### config.mk
export PLATFORM = sky130hd
export DESIGN_NAME = secuenciador_suma_multiciclo_flat
export DESIGN_NICKNAME = d
export VERILOG_FILES = /design/src/rtl/secuenciador_suma_multiciclo_if.sv /design/src/rtl/secuenciador_suma_multiciclo.sv /design/src/flat_wrapper.sv
export SDC_FILE = /design/constraint.sdc
export NUM_CORES = 1
export LEC_CHECK = 0
export CAP_MARGIN = 25
export CORE_UTILIZATION = 57
export DETAILED_ROUTE_END_ITERATION = 10
export DONT_BUFFER_PORTS = 1
export HOLD_SLACK_MARGIN = 0.12
export PLACE_DENSITY = 0.75
export SETUP_SLACK_MARGIN = 0.2
export SYNTH_ARGS = -nofsm -noshare
export SYNTH_HDL_FRONTEND = slang
export SYNTH_SLANG_ARGS = --single-unit
export TNS_END_PERCENT = 5
### constraint.sdc
create_clock -name clk -period 3.2 [get_ports clk]
set_clock_uncertainty 0.15 [all_clocks]
set_input_delay 0.64 -clock clk [delete_from_list [all_inputs] [get_ports clk]]
set_output_delay 0.64 -clock clk [all_outputs]
set_load 0.02 [all_outputs]
### src/rtl/secuenciador_suma_multiciclo_if.sv
// Handshake and operand/result bus of the multi-cycle add/subtract sequencer.
interface secuenciador_suma_multiciclo_if #(
  parameter int W = 32
);
  logic         start_i;
  logic         resta_i;
  logic [W-1:0] operando1_i;
  logic [W-1:0] operando2_i;
  logic         cancel_i;
  logic         ack_i;
  logic         ready_o;
  logic         busy_o;
  logic         valid_o;
  logic [W-1:0] resultado_o;
  logic         carry_o;
  logic         overflow_o;

  modport master (
    output start_i, resta_i, operando1_i, operando2_i, cancel_i, ack_i,
    input  ready_o, busy_o, valid_o, resultado_o, carry_o, overflow_o
  );

  modport slave (
    input  start_i, resta_i, operando1_i, operando2_i, cancel_i, ack_i,
    output ready_o, busy_o, valid_o, resultado_o, carry_o, overflow_o
  );
endinterface

### src/rtl/secuenciador_suma_multiciclo.sv
// Multi-cycle add/subtract: one N-bit carry-lookahead slice per clock, LSB slice first,
// with the inter-slice carry held in a register.
module CarryLookAheadSumadorR #(
  parameter int N = 4
) (
  input  logic [N-1:0] i_a,
  input  logic [N-1:0] i_b,
  input  logic         i_carry_in,
  output logic [N-1:0] o_result,
  output logic         o_carry_out
);
  logic [N-1:0] w_g;
  logic [N-1:0] w_p;
  logic [N:0]   w_c;
  logic         w_acc;
  logic         w_prod;

  assign w_g = i_a & i_b;
  assign w_p = i_a ^ i_b;

  // Each carry is expanded in terms of generate/propagate terms and the slice carry-in.
  always_comb begin
    w_c    = '0;
    w_acc  = 1'b0;
    w_prod = 1'b0;
    w_c[0] = i_carry_in;
    for (int i = 0; i < N; i++) begin
      w_acc  = w_g[i];
      w_prod = w_p[i];
      for (int j = i - 1; j >= 0; j--) begin
        w_acc  = w_acc | (w_prod & w_g[j]);
        w_prod = w_prod & w_p[j];
      end
      w_c[i+1] = w_acc | (w_prod & i_carry_in);
    end
  end

  assign o_result    = w_p ^ w_c[N-1:0];
  assign o_carry_out = w_c[N];
endmodule

module secuenciador_suma_multiciclo #(
  parameter int N = 4,
  parameter int W = 32
) (
  input  logic                             clk,
  input  logic                             rst_n,
  secuenciador_suma_multiciclo_if.slave    bus
);
  localparam int K  = W / N;
  localparam int CW = (K > 1) ? $clog2(K) : 1;

  if (((W % N) != 0) || (W < N)) begin : g_bad_params
    $error("secuenciador_suma_multiciclo: W must be a multiple of N and W >= N");
  end

  typedef enum logic [1:0] {
    IDLE = 2'd0,
    RUN  = 2'd1,
    DONE = 2'd2
  } state_t;

  state_t         r_state;
  state_t         w_next;
  logic [W-1:0]   r_a;
  logic [W-1:0]   r_b;
  logic           r_carry;
  logic [CW-1:0]  r_cnt;
  logic [W-1:0]   r_res;
  logic           r_carry_o;
  logic           r_ovf;

  logic [N-1:0]   w_a_slice;
  logic [N-1:0]   w_b_slice;
  logic [N-1:0]   w_sum;
  logic           w_cout;
  logic           w_last;
  logic           w_accept;

  assign w_last   = (r_cnt == CW'(K - 1));
  assign w_accept = (r_state == IDLE) && bus.start_i && !bus.cancel_i;

  always_comb begin
    w_a_slice = '0;
    w_b_slice = '0;
    for (int k = 0; k < K; k++) begin
      if (r_cnt == CW'(k)) begin
        w_a_slice = r_a[k*N +: N];
        w_b_slice = r_b[k*N +: N];
      end
    end
  end

  CarryLookAheadSumadorR #(.N(N)) u_slice (
    .i_a         (w_a_slice),
    .i_b         (w_b_slice),
    .i_carry_in  (r_carry),
    .o_result    (w_sum),
    .o_carry_out (w_cout)
  );

  always_ff @(posedge clk or negedge rst_n) begin
    if (!rst_n) r_state <= IDLE;
    else        r_state <= w_next;
  end

  // cancel_i wins over start_i in IDLE and acts like ack_i in DONE.
  always_comb begin
    w_next = r_state;
    unique case (r_state)
      IDLE: if (w_accept) w_next = RUN;
      RUN: begin
        if (bus.cancel_i)  w_next = IDLE;
        else if (w_last)   w_next = DONE;
      end
      DONE: if (bus.ack_i || bus.cancel_i) w_next = IDLE;
      default: w_next = IDLE;
    endcase
  end

  always_ff @(posedge clk or negedge rst_n) begin
    if (!rst_n) begin
      r_a       <= '0;
      r_b       <= '0;
      r_carry   <= 1'b0;
      r_cnt     <= '0;
      r_res     <= '0;
      r_carry_o <= 1'b0;
      r_ovf     <= 1'b0;
    end else if (w_accept) begin
      r_a     <= bus.operando1_i;
      r_b     <= bus.resta_i ? ~bus.operando2_i : bus.operando2_i;
      r_carry <= bus.resta_i;
      r_cnt   <= '0;
    end else if ((r_state == RUN) && !bus.cancel_i) begin
      for (int k = 0; k < K; k++) begin
        if (r_cnt == CW'(k)) r_res[k*N +: N] <= w_sum;
      end
      r_carry <= w_cout;
      if (w_last) begin
        r_carry_o <= w_cout;
        r_ovf     <= (r_a[W-1] == r_b[W-1]) && (w_sum[N-1] != r_a[W-1]);
      end else begin
        r_cnt <= r_cnt + 1'b1;
      end
    end
  end

  assign bus.ready_o     = (r_state == IDLE);
  assign bus.busy_o      = (r_state == RUN);
  assign bus.valid_o     = (r_state == DONE);
  assign bus.resultado_o = r_res;
  assign bus.carry_o     = r_carry_o;
  assign bus.overflow_o  = r_ovf;
endmodule

### src/flat_wrapper.sv
// flat-port wrapper written by rule: the top's interface ports become plain ports
module secuenciador_suma_multiciclo_flat 
#(
  parameter int N = 4,
  parameter int W = 32
)
  (clk, rst_n, bus_start_i, bus_resta_i, bus_operando1_i, bus_operando2_i, bus_cancel_i, bus_ack_i, bus_ready_o, bus_busy_o, bus_valid_o, bus_resultado_o, bus_carry_o, bus_overflow_o);
  secuenciador_suma_multiciclo_if #(.W(W)) bus_i ();
  input  logic clk;
  input  logic rst_n;
  input wire logic [$bits(bus_i.start_i)-1:0] bus_start_i;
  input wire logic [$bits(bus_i.resta_i)-1:0] bus_resta_i;
  input wire logic [$bits(bus_i.operando1_i)-1:0] bus_operando1_i;
  input wire logic [$bits(bus_i.operando2_i)-1:0] bus_operando2_i;
  input wire logic [$bits(bus_i.cancel_i)-1:0] bus_cancel_i;
  input wire logic [$bits(bus_i.ack_i)-1:0] bus_ack_i;
  output wire logic [$bits(bus_i.ready_o)-1:0] bus_ready_o;
  output wire logic [$bits(bus_i.busy_o)-1:0] bus_busy_o;
  output wire logic [$bits(bus_i.valid_o)-1:0] bus_valid_o;
  output wire logic [$bits(bus_i.resultado_o)-1:0] bus_resultado_o;
  output wire logic [$bits(bus_i.carry_o)-1:0] bus_carry_o;
  output wire logic [$bits(bus_i.overflow_o)-1:0] bus_overflow_o;
  assign bus_i.start_i = bus_start_i;
  assign bus_i.resta_i = bus_resta_i;
  assign bus_i.operando1_i = bus_operando1_i;
  assign bus_i.operando2_i = bus_operando2_i;
  assign bus_i.cancel_i = bus_cancel_i;
  assign bus_i.ack_i = bus_ack_i;
  assign bus_ready_o = bus_i.ready_o;
  assign bus_busy_o = bus_i.busy_o;
  assign bus_valid_o = bus_i.valid_o;
  assign bus_resultado_o = bus_i.resultado_o;
  assign bus_carry_o = bus_i.carry_o;
  assign bus_overflow_o = bus_i.overflow_o;
  secuenciador_suma_multiciclo #(.N(N), .W(W)) u_core (.clk(clk), .rst_n(rst_n), .bus(bus_i));
endmodule
# == Yosys cells after proc, flatten, opt, wreduce, memory -nomap -nowiden ==
# Index checks and enable logic that the tools add are counted.
# totals
regBits,104
# op_classes
addsub,1
eq_ne,15
n_mux,27
n_bitwise,31
n_reduce_logical,19
# op_table
cell,count
4-bit two-way mux,16
32-bit two-way mux,1
32-bit NOT,1
3-bit AND reduction,9
1-bit AND,16
3-bit == test (second input constant),4
1-bit OR,10
3-bit two-way mux,3
2-bit two-way mux,4
4-bit bitwise XOR,2
3-bit by 2-bit == test with 1-bit output (second input constant),2
2-bit one-hot mux with 3 select lines,1
4-bit AND,1
1-bit logical AND,4
2-bit by 1-bit != test with 1-bit output (second input constant),2
3-bit by 1-bit adder with 3-bit output (second input constant),1
3-bit by 1-bit == test with 1-bit output (second input constant),1
3-bit logical NOT,1
3-bit by 2-bit != test with 1-bit output (second input constant),1
2-bit by 1-bit == test with 1-bit output (second input constant),1
2-bit == test (second input constant),1
2-bit logical NOT,1
1-bit two-way mux,2
2-bit != test (second input constant),1
other kinds (7),7

# == Logic depth before layout (Yosys ltp) ==
# Gate-level depths: netlist of run 1.
# depth
ltp_word,17
mapped_depth,14

# == Hierarchy ==
# Synthesis of run 1 repeated with hierarchy kept, for this count alone.
# unflattened
hier_cells,519
area_unflattened_um2,5147.4
# by_module_without_submodules
mod,n_inst,cells_per_inst,area_per_inst_um2,seq_area_each_um2
secuenciador_suma_multiciclo,1,502,4999.8,2602.5
CarryLookAheadSumadorR,1,17,147.6,0.0

# == Worst setup path before layout of run 1 ==
# Ideal clock, no wire load.
# synth_path
path_type,reg2reg
startpoint,reg u_core.r_cnt[0]
endpoint,"reg u_core.r_res[19], in the netlist u_core.bus.resultado_o[19]"
setup_ns,0.125
t_arrival_ns,2.889
t_required_ns,2.925
setup_slack_ns,0.037
path_stages_with_launch,13
cell_sequence,dfrtp_1 ha_1 ha_1 or2_2 a211oi_1 o22ai_1 a21oi_1 ha_1 a211oi_1 o21ai_0 and3_1 clkbuf_1 mux2_2
# synth_via
elab_chain_len,15
elab_cells_between_ends,36
# synth_lines
item,line,source
"start, declared",secuenciador_suma_multiciclo.sv:68,logic [CW-1:0] r_cnt;
"start signal, assigned",secuenciador_suma_multiciclo.sv:144,r_cnt <= r_cnt + 1'b1;
3-bit logical NOT,secuenciador_suma_multiciclo.sv:87,if (r_cnt == CW'(k)) begin
4-bit two-way mux (8 in series),secuenciador_suma_multiciclo.sv:87,
4-bit bitwise XOR / 4-bit AND (equally long branches),"secuenciador_suma_multiciclo.sv:19, secuenciador_suma_multiciclo.sv:18",
1-bit AND (on tied branches),"secuenciador_suma_multiciclo.sv:31, secuenciador_suma_multiciclo.sv:32",
"1-bit OR, or another cell as far along",secuenciador_suma_multiciclo.sv:31,w_acc = w_acc | (w_prod & w_g[j]);
1-bit OR / 1-bit AND (equally long branches),"secuenciador_suma_multiciclo.sv:31, secuenciador_suma_multiciclo.sv:34",
1-bit OR,secuenciador_suma_multiciclo.sv:34,w_c[i+1] = w_acc | (w_prod & i_carry_in);
4-bit bitwise XOR,secuenciador_suma_multiciclo.sv:38,assign o_result = w_p ^ w_c[N-1:0];
"end signal, assigned by index",secuenciador_suma_multiciclo.sv:137,if (r_cnt == CW'(k)) r_res[k*N +: N] <= w_sum;
"end, declared",secuenciador_suma_multiciclo.sv:69,logic [W-1:0] r_res;
# Several ways; a longest one is shown, not always the timed one.
# A chain may end at the register's enable or synchronous reset.

# == Worst setup path after layout of run 1 ==
# layout_path
startpoint,reg u_core.r_cnt[0]
endpoint,"reg u_core.r_ovf, in the netlist u_core.bus.overflow_o"
# layout_via
elab_chain_len,17
elab_cells_between_ends,38
# layout_lines
item,line,source
3-bit logical NOT,secuenciador_suma_multiciclo.sv:87,
4-bit two-way mux (8 in series),secuenciador_suma_multiciclo.sv:87,
4-bit bitwise XOR / 4-bit AND (equally long branches),"secuenciador_suma_multiciclo.sv:19, secuenciador_suma_multiciclo.sv:18",
1-bit AND (on tied branches),"secuenciador_suma_multiciclo.sv:31, secuenciador_suma_multiciclo.sv:32",
"1-bit OR, or another cell as far along",secuenciador_suma_multiciclo.sv:31,
1-bit OR / 1-bit AND (equally long branches),"secuenciador_suma_multiciclo.sv:31, secuenciador_suma_multiciclo.sv:34",
1-bit OR,secuenciador_suma_multiciclo.sv:34,
4-bit bitwise XOR,secuenciador_suma_multiciclo.sv:38,
1-bit != test,secuenciador_suma_multiciclo.sv:142,r_ovf <= (r_a[W-1] == r_b[W-1]) && (w_sum[N-1] != r_a[W-1]);
1-bit logical AND,secuenciador_suma_multiciclo.sv:142,
"end signal, assigned",secuenciador_suma_multiciclo.sv:142,
"end, declared",secuenciador_suma_multiciclo.sv:71,logic r_ovf;
# Several ways; a longest one is shown, not always the timed one.

==> metrics, run 1 <==
vias in the first global route=3887; Min Clock Period, post-route=3070 ps; H-Tree Depth=3; Area Overhead vs Synth=11.8%; RSZ-0062 raised after global routing=yes; CTS sink count=104; Max Slew Vio Count=0; per-cell routed wire length=17.7 um; synthesized instance count=553; Final Hold Viols=104; period utilization=95.9%; Final #Nets=635; initial antenna violation count=0; # diodes=0; reg-to-reg endpoint=u_core.bus.overflow_o; Area contributors post-synth=dfrtp_1 (50%), nand2_1 (8.7%), a21oi_1 (5.8%); die width=97.2 um; maximum number of pins on one net before global-route repair=105; crit path launch type=flip-flop; number of synthesis warnings=0; critical path class=reg2reg; leading area contributor after synthesis=dfrtp_1; Critical Path RT=3320 ps; sequential cell area fraction in the yosys report=50.4%; reg2reg path depth=12; post-synth top area share=50.4%; status=finished, violations left; FILL cells=728; Fin Hold WS=-202 ps; critical path arrival=3190 ps; failing checks=negative hold slack; syn_area_per_cell=9.34 sq um; Initial DRC Count=234; top_reg_cell synth=dfrtp_1; routed vias=3882; Skew-Pair Late Insertion Delay=370 ps; clk buf depth=2; DIE AREA=9450 sq um; reg-to-reg startpoint=u_core.r_cnt[0]; Crit-path slowest cell=dfrtp_2; core area=8760 sq um; global-route wire length before repair=19.4 mm; Die H=97.2 um; gr ovfl total=0; most instantiated library cell after synthesis=nand2_1; Detailed Place HPWL=8.11 mm; EDFF count, synth=0; DRC viols=0; Hold Crit Class=in2async; clock slew at reported path FFs=110 ps; max_cap viols=0; Worst path max stage delay=460 ps; Port Buffers=0; worst-path cell chain=buf_4 > ha_4 > buf_12 > nand3b_1 > a211oi_2 > o22ai_2 > a21oi_2 > ha_4 > a211oi_2 > o21ai_2 > and3_4 > a211o_1; actual slew at the worst max-slew pin=660 ps; initial core utilization=59.0%; CP delay by family, top=compound AO/OA/AOI/OAI gates; routed vias/inst=5.82; Pwr Total=5.16 mW; fmax=326 MHz; critical path fanouts, max=19; Sum Neg Setup Slack=0 ps; post-synthesis async set-or-reset flop share=100%; worst relative slew slack=55.9%; final wirelength=11.8 mm; Clock Tree Root=clkbuf_8; crit end category=flip-flop; synth unique cells=39; commonest cells in the synthesized netlist=nand2_1 (120), dfrtp_1 (104), a21oi_1 (60); setup slack, reg-to-reg=130 ps; Tot GR Track Use=25.8%; Placer Congestion=0.863; number of buffers and inverters on the critical path=2; CTS tree=built; P_leak=2.58 nW; # rows=34; TritonRoute pass-1 iters=4; Num CTS Buffers=9; fraction of layout cells with a size suffix above 1=18.2%; synthesized cell area=5170 sq um; DRT antenna net count=0; Worst VDD drop=512 uV; power density over the cells=893 nW/um^2; Mapped Nets=634; Seq cells post-synth=104; Top Ports=107; final setup violation count=0
[worst register-to-register path: cells and delay by family (launching register included)]
family | cells | cell delay (ps)
AO/OA/AOI/OAI | 6 | 1270
flip-flops | 1 | 460
adder cells (fa/ha/maj) | 2 | 410
AND/OR/NAND/NOR | 2 | 390
buffers and inverters | 2 | 310
[state kept, by name (all words and copies together), names as in the netlist]
signal                  flops
u_core.bus.resultado_o     32
u_core.r_a                 32
u_core.r_b                 32
u_core.r_cnt                3
u_core.r_state              2
u_core.bus.carry_o          1
u_core.bus.overflow_o       1
u_core.r_carry              1
[stage by stage]
step	util, %	hold WS, ps	cells	setup slack, ps	cell area (sq um)
2_1_floorplan	-	194	553	207	5190
3_3_place_gp	60.9	199	644	83.9	5330
3_5_place_dp	60.9	199	644	-50.6	5330
4_1_cts	64.8	-209	666	197	5680
5_1_grt	65.9	-231	667	25.7	5780
6_report	65.9	-202	667	130	5780
[area by class of cell]
| class | instances | area, sq um | share of cell area [%] |
|---|---|---|---|
| flip-flops and latches | 104 | 2610 | 45.1 |
| multi-input cells | 408 | 2560 | 44.4 |
| repair buffers | 23 | 239 | 4.14 |
| well taps | 108 | 135 | 2.34 |
| clock buffers | 10 | 128 | 2.21 |
| clock inverters | 6 | 73.8 | 1.28 |
| inverters | 8 | 31.3 | 0.541 |
[what timing repair did]
| action | in CTS | in global routing |
|---|---|---|
| cloned | 2 | 0 |
| resized for setup | 19 | 17 |
| hold endpoints to repair | 104 | 104 |
| setup buffers | 4 | 1 |
| pin swaps | 13 | 7 |
| endpoints found under the setup margin | 23 | 34 |
[cells by family (layout without fill, tap and decap cells)]
logic type	count (synthesis)	in the layout	share of synthesized area (%)
muxes	25	25	5.45
buffers and inverters	42	47	3.51
DFF	104	104	50.4
adders and majority gates	11	11	2.81
and+or+nand+nor	219	220	18.8
AOI/OAI and AO/OA	117	117	13.1
xor gates and xnor gates	35	35	5.93
[worst max path at each step]
stage	from	endpoint	cells after the start
floorplan	u_core.r_cnt[0]	u_core.bus.resultado_o[19]	12
global placement	u_core.r_cnt[0]	u_core.bus.resultado_o[27]	11
detailed placement	u_core.r_cnt[0]	u_core.bus.overflow_o	11
CTS	u_core.r_cnt[0]	u_core.bus.overflow_o	11
global route	u_core.r_cnt[1]	u_core.bus.resultado_o[9]	13
finish	u_core.r_cnt[0]	u_core.bus.overflow_o	12
[cell usage in the layout (no fill, tap or decap), types with 7 or more instances in the layout]
| cell | netlist | layout |
|---|---|---|
| nand2_1 | 120 | 119 |
| dfrtp_1 | 104 | 102 |
| a21oi_1 | 60 | 56 |
| nor2_1 | 47 | 47 |
| xnor2_1 | 34 | 33 |
| mux2_2 | 25 | 25 |
| o21ai_0 | 23 | 20 |
| buf_4 | 0 | 18 |
| nor2b_1 | 16 | 15 |
| nand3b_1 | 9 | 9 |
| nand2b_1 | 9 | 9 |
| clkbuf_8 | 0 | 9 |
| a21o_1 | 7 | 7 |
[report_power, final]
| part | switching (mW) | internal (mW) | total, mW |
|---|---|---|---|
| clock | 0.474 | 0.373 | 0.848 |
| sequential | 0.377 | 1.61 | 1.99 |
| combinational | 1.23 | 1.09 | 2.32 |
[metal layers]
metal  routed length (um)  part of all wire [%]  up-vias  global-route usage, %
li1                     -                     -     1850                      -
met1                 5130                    43     1889                   35.1
met2                 5790                    49      127                   42.1
met3                  726                   6.2       16                   6.33
met4                  157                   1.3        0                   6.11
met5                    0                     0        -                      0
Power figures use the tool's default switching activity.
==> inputs of run 2 (changes only) <==
- REMOVE_ABC_BUFFERS: unset -> 1
- TNS_END_PERCENT: 5 -> 10
==> run 2 against run 1 <==
Effect of this change: the flow still finishes with violations (negative hold slack); clock power is 2% lower; setup slack better by 32 ps; final cell count is 0.45% higher; sequential power hardly changed; die area stayed put; register-to-register slack better by 30 ps; worst hold slack better by 16 ps; critical endpoint is now u_core.bus.resultado_o[19].
==> metrics, run 2 (same netlist as run 1, synthesis figures left out) <==
final worst-path setup slack=163 ps (+32.5 ps); failing checks=negative hold slack; most frequent cells in the layout=nand2_1 (120), dfrtp_1 (103), a21oi_1 (54), nor2_1 (46), xnor2_1 (34); initial antenna violation count=0 (unchanged); Num CTS Buffers=9 (unchanged); Clock Tree Root=clkbuf_8; actual slew at the worst max-slew pin=461 ps (-199 ps); fmax=329 MHz (+1.1%); crit path launch type=flip-flop; Critical Path RT=3300 ps (-20 ps); worst relative slew slack=69.2% (+13 points); Top Metal Used=met4; period utilization=94.9% (-1.0 points); critical path arrival=3140 ps (-50 ps); CTS tree=built; Tot GR Track Use=25.1% (-0.70 points); Final #Nets=638 (+0.47%); vias in the first global route=3891 (+0.10%); global-route wire length before repair=19.0 mm (-2.2%); core area=8760 sq um (unchanged); final wirelength=11.6 mm (-1.6%); # diodes=0 (unchanged); Placer Congestion=0.923 (+7.0%); worst-path cell chain=inv_2 > ha_4 > buf_8 > nor2b_1 > a22o_1 > a221oi_2 > a21oi_2 > ha_1 > a21o_1 > buf_4 > nand4_1 > and3_2 > mux2_2; Worst VDD drop=414 uV (-19%); fraction of layout cells with a size suffix above 1=18.5% (+0.26 points); final setup violation count=0 (unchanged); Die H=97.2 um (unchanged); Area Overhead vs Synth=11.3%; Port Buffers=0 (unchanged); Hold Crit Class=in2async; die width=97.2 um (unchanged); maximum number of pins on one net before global-route repair=105 (unchanged); max_cap viols=0 (unchanged); Top Ports=107 (unchanged); Fin Hold WS=-187 ps (+15.6 ps); DIE AREA=9450 sq um (unchanged); Initial DRC Count=247 (+5.6%); initial core utilization=59.0% (unchanged); Worst path max stage delay=450 ps (about the same); critical path class=reg2reg; DRT antenna net count=0 (unchanged); most common cell after layout, fill and taps aside=nand2_1; # rows=34 (unchanged); pre-CTS setup slack=-43.7 ps (+6.93 ps); RSZ-0062 raised after global routing=yes; placed cell area=5320 sq um (-0.28%); clock slew at reported path FFs=100 ps (about the same); per-cell routed wire length=17.3 um (-2.0%); wire length on met1=5.09 mm (-0.95%); CTS sink count=104 (unchanged); crit end category=flip-flop; P_leak=2.60 nW (+0.46%); Detailed Place HPWL=7.95 mm (-2.0%); power density over the cells=865 nW/um^2 (-3.1%); Max Slew Vio Count=0 (unchanged); routed vias=3956 (+1.9%); critical path fanouts, max=11 (-8); post-route cell area=5750 sq um (-0.48%); clk buf depth=2 (unchanged); routed wl met2=5.75 mm (-0.66%); Min Clock Period, post-route=3040 ps (-32.5 ps); Pwr Total=4.98 mW (-3.6%); Crit-path slowest cell=dfrtp_1; DR WL met3=585 um (-19%); TritonRoute pass-1 iters=5 (+1); FILL cells=700 (-3.8%); gr ovfl total=0 (unchanged); Final Hold Viols=104 (unchanged); H-Tree Depth=3 (unchanged); routed vias/inst=5.90 (+1.4%); status=finished, violations left; Skew-Pair Late Insertion Delay=360 ps (about the same); DRC viols=0 (unchanged)
-- run 2: cell types whose count changed in the layout (fill, tap and decap cells not counted), sizes merged --
cell,change
buf,+4
bufbuf,-1
clkinv,+2
clkinvlp,-1
inv,-1
-- run 2: repair_timing --
| action | in CTS | in global routing |
|---|---|---|
| gates resized for setup | 13 | 34 |
| endpoints found under the hold margin | 104 | 104 |
| setup buffers | 2 | 6 |
| pin swaps | 3 | 12 |
| gates cloned | 0 | 1 |
| endpoints found under the setup margin | 18 | 35 |
-- run 2: path summary, 6_finish.rpt --
| check | cells after the start | startpoint | slack (ps) | to |
|---|---|---|---|---|
| min | 0 | rst_n | -190 | u_core.r_a[5] |
| max reg2reg | 13 | u_core.r_cnt[1] | 160 | u_core.bus.resultado_o[19] |
| max | 13 | u_core.r_cnt[1] | 160 | u_core.bus.resultado_o[19] |
| min in group clk | 1 | bus_ack_i | 210 | u_core.r_state[1] |
| min reg2reg | 2 | u_core.r_a[14] | 330 | u_core.r_a[14] |
| max in group asynchronous | 0 | rst_n | 2950 | u_core.r_b[24] |
-- run 2: worst max-delay path: cells and delay by family (launching register included) --
family	cells	cell delay [ps]
multiplexers	1	270
AND/OR/NAND/NOR	3	470
AO/OA/AOI/OAI	4	730
buffers and inverters	3	380
adder cells (fa/ha/maj)	2	500
flip-flops	1	450
-- run 2: where the power goes --
group / total [mW] / switching [mW] / internal (mW)
Combinational: 2.15 / 1.14 / 1.00
Sequential: 1.99 / 0.380 / 1.61
Clock: 0.835 / 0.449 / 0.386
-- run 2: final cells by class --
| class | count | area (sq um) | area share, % |
|---|---|---|---|
| clock buffer | 10 | 138 | 2.39 |
| clock inverter | 6 | 65.1 | 1.13 |
| inverter | 8 | 30.0 | 0.522 |
| multi-input combinational | 408 | 2540 | 44.2 |
| sequential | 104 | 2600 | 45.3 |
| tap | 108 | 135 | 2.35 |
| timing repair buffer | 26 | 239 | 4.16 |
-- run 2: stage by stage --
step / instances / TNS (ps) / utilization (%)
floorplan: 519 / -364220 / -
global placement: 645 / 0 / 60.7
detailed placement: 645 / -322 / 60.7
CTS: 663 / 0 / 63.8
global route: 670 / 0 / 65.6
finish: 670 / 0 / 65.6
-- run 2: metal layers --
metal	global-route usage [%]	vias up
li1	-	1845
met5	0	-
met4	7.47	0
met1	33.9	1957
met2	41.5	134
met3	4.68	20
==> inputs of run 3 (changes only) <==
- ABC_CLOCK_PERIOD_IN_PS: unset -> 3200
==> results of run 3 <==
Final layout, timing and power as in run 2 (identical DEF).
==> patch, RTL diff (flow settings as in run 2) <==
`N` is set to 4 in 3 places; all go to 8.
--- a/src/rtl/secuenciador_suma_multiciclo.sv
+++ b/src/rtl/secuenciador_suma_multiciclo.sv
@@ -1,7 +1,7 @@
 // Multi-cycle add/subtract: one N-bit carry-lookahead slice per clock, LSB slice first,
 // with the inter-slice carry held in a register.
 module CarryLookAheadSumadorR #(
-  parameter int N = 4
+  parameter int N = 8
 ) (
   input  logic [N-1:0] i_a,
   input  logic [N-1:0] i_b,
@@ -40,7 +40,7 @@
 endmodule
 
 module secuenciador_suma_multiciclo #(
-  parameter int N = 4,
+  parameter int N = 8,
   parameter int W = 32
 ) (
   input  logic                             clk,
--- a/src/flat_wrapper.sv
+++ b/src/flat_wrapper.sv
@@ -1,7 +1,7 @@
 // flat-port wrapper written by rule: the top's interface ports become plain ports
 module secuenciador_suma_multiciclo_flat 
 #(
-  parameter int N = 4,
+  parameter int N = 8,
   parameter int W = 32
 )
   (clk, rst_n, bus_start_i, bus_resta_i, bus_operando1_i, bus_operando2_i, bus_cancel_i, bus_ack_i, bus_ready_o, bus_busy_o, bus_valid_o, bus_resultado_o, bus_carry_o, bus_overflow_o);
Behaviour: not the same (a bounded check fails within 4 cycles, from zero or initial values and one cycle with rst_n low).
==> patch against run 2 <==
  * The run still ends with negative hold slack left
  * Sequential cell count down 1
  * Critical path type unchanged
  * Area after synthesis down 4.3%
  * Routed wire length down 15%
  * Synthesized cell count down 12%
  * Final area down 7.7%
  * Largest power group unchanged
  * Power up 24%
  * Combinational power up 49%
  * Setup slack worse by 0.064 ns
==> patch: results (changes against run 2) <==
pwr:
  clkPwrFrac: 0.128  # -0.040
  combinationalPowerShare: 0.518  # +0.087
  power_leakage_nw: 2.22  # -15%
  p_sw_mw: 2.72  # +38%
global_route:
  grtUsageTotal: 0.229  # -0.0221
  grt_pass1_vias: 3329  # -14%
  grt_pass1_wl_mm: 15.9  # -16%
setup_path:
  cp.arrival_ns: 3.21  # +0.07 ns
  startpoint: "u_core.r_cnt[0]$_DFFE_PN0P_"
  critPathCapture: "u_core.bus.overflow_o$_DFFE_PN0P_"
  worstRegToRegCells: 14  # +1
sta:
  fin_crit_ns: 3.10  # +0.0643 ns
  holdWs_ns: -0.186  # +0.000342 ns
  hold_viol: 103  # -0.96%
detailed_routing:
  drt_iter0_drc: 164  # -34%
  num_vias: 3377  # -15%
place:
  placedCellCount: 570  # -12%
  routabilityCongestion: 0.789  # -15%
  place_ws_ns: -0.111  # -0.0670 ns
  dpl.hpwl_mm: 6.88  # -13%
synthesis:
  synthMuxAreaShare: 0.0820  # +0.0275
  ys_seq_area_frac: 0.521  # +0.0175
  synth_common_cells: "dfrtp_1 (103), nor2_1 (57), a21oi_1 (56), nand2_1 (56), o21ai_0 (46)"
  synth_cell_types: 36  # -7.7%
  synthAdderAreaFrac: 0.0344  # +0.00632
finish:
  drive_above_1_share: 0.165  # -0.0204
  fin_nets: 564  # -12%
run_status:
  status: "finished with violations"
  violations: "negative hold slack"
## patch: changes by cell type after synthesis, moves of 5 or more
cell      change
a211oi_1      -5
a21o_1        -7
a221oi_1      -5
a22oi_1      +16
buf_4         +6
clkbuf_1     -10
mux2_2       +11
nand2_1      -64
nand2b_1      -8
nand3b_1      -8
nor2_1       +10
nor2b_1      -13
o211ai_1      -5
o21ai_0      +23
## patch: through the flow
step / total power, mW / area [um^2] / TNS, ns
2_1_floorplan: 4.34 / 4790 / -466.06
3_3_place_gp: 5.09 / 5050 / 0
3_5_place_dp: 5.23 / 5050 / -0.477
4_1_cts: 6.10 / 5280 / 0
5_1_grt: 6.67 / 5300 / -0.0310
6_report: 6.17 / 5300 / 0
## patch: what timing repair did
item | 4_1_cts | 5_1_grt
pin swaps | 3 | 10
hold endpoints to repair | 103 | 103
resized for setup | 8 | 14
endpoints found under the setup margin | 27 | 27
setup buffers | 4 | 1
## patch: metal layers
layer,vias up,track usage,wire length [um]
met5,-,0,0
met4,0,0.0720,80
met3,7,0.0534,673
met2,106,0.364,4750
li1,1643,-,-
met1,1621,0.310,4330
## patch: kinds of logic after synthesis
| family | Yosys count |
|---|---|
| simple gates | 126 |
| flops | 103 |
| mux | 36 |
| buf+inv | 37 |
| compound gates | 131 |
| xor+xnor | 39 |
| fa+ha+maj | 13 |
## patch: cell type report
| type | instances | area [um^2] |
|---|---|---|
| tap | 105 | 131 |
| clock buffer | 11 | 131 |
| sequential | 103 | 2580 |
| multi-input combinational | 345 | 2220 |
| fill | 673 | 3000 |
| timing repair buffer | 16 | 161 |
| inverter | 6 | 22.5 |
| clock inverter | 5 | 58.8 |
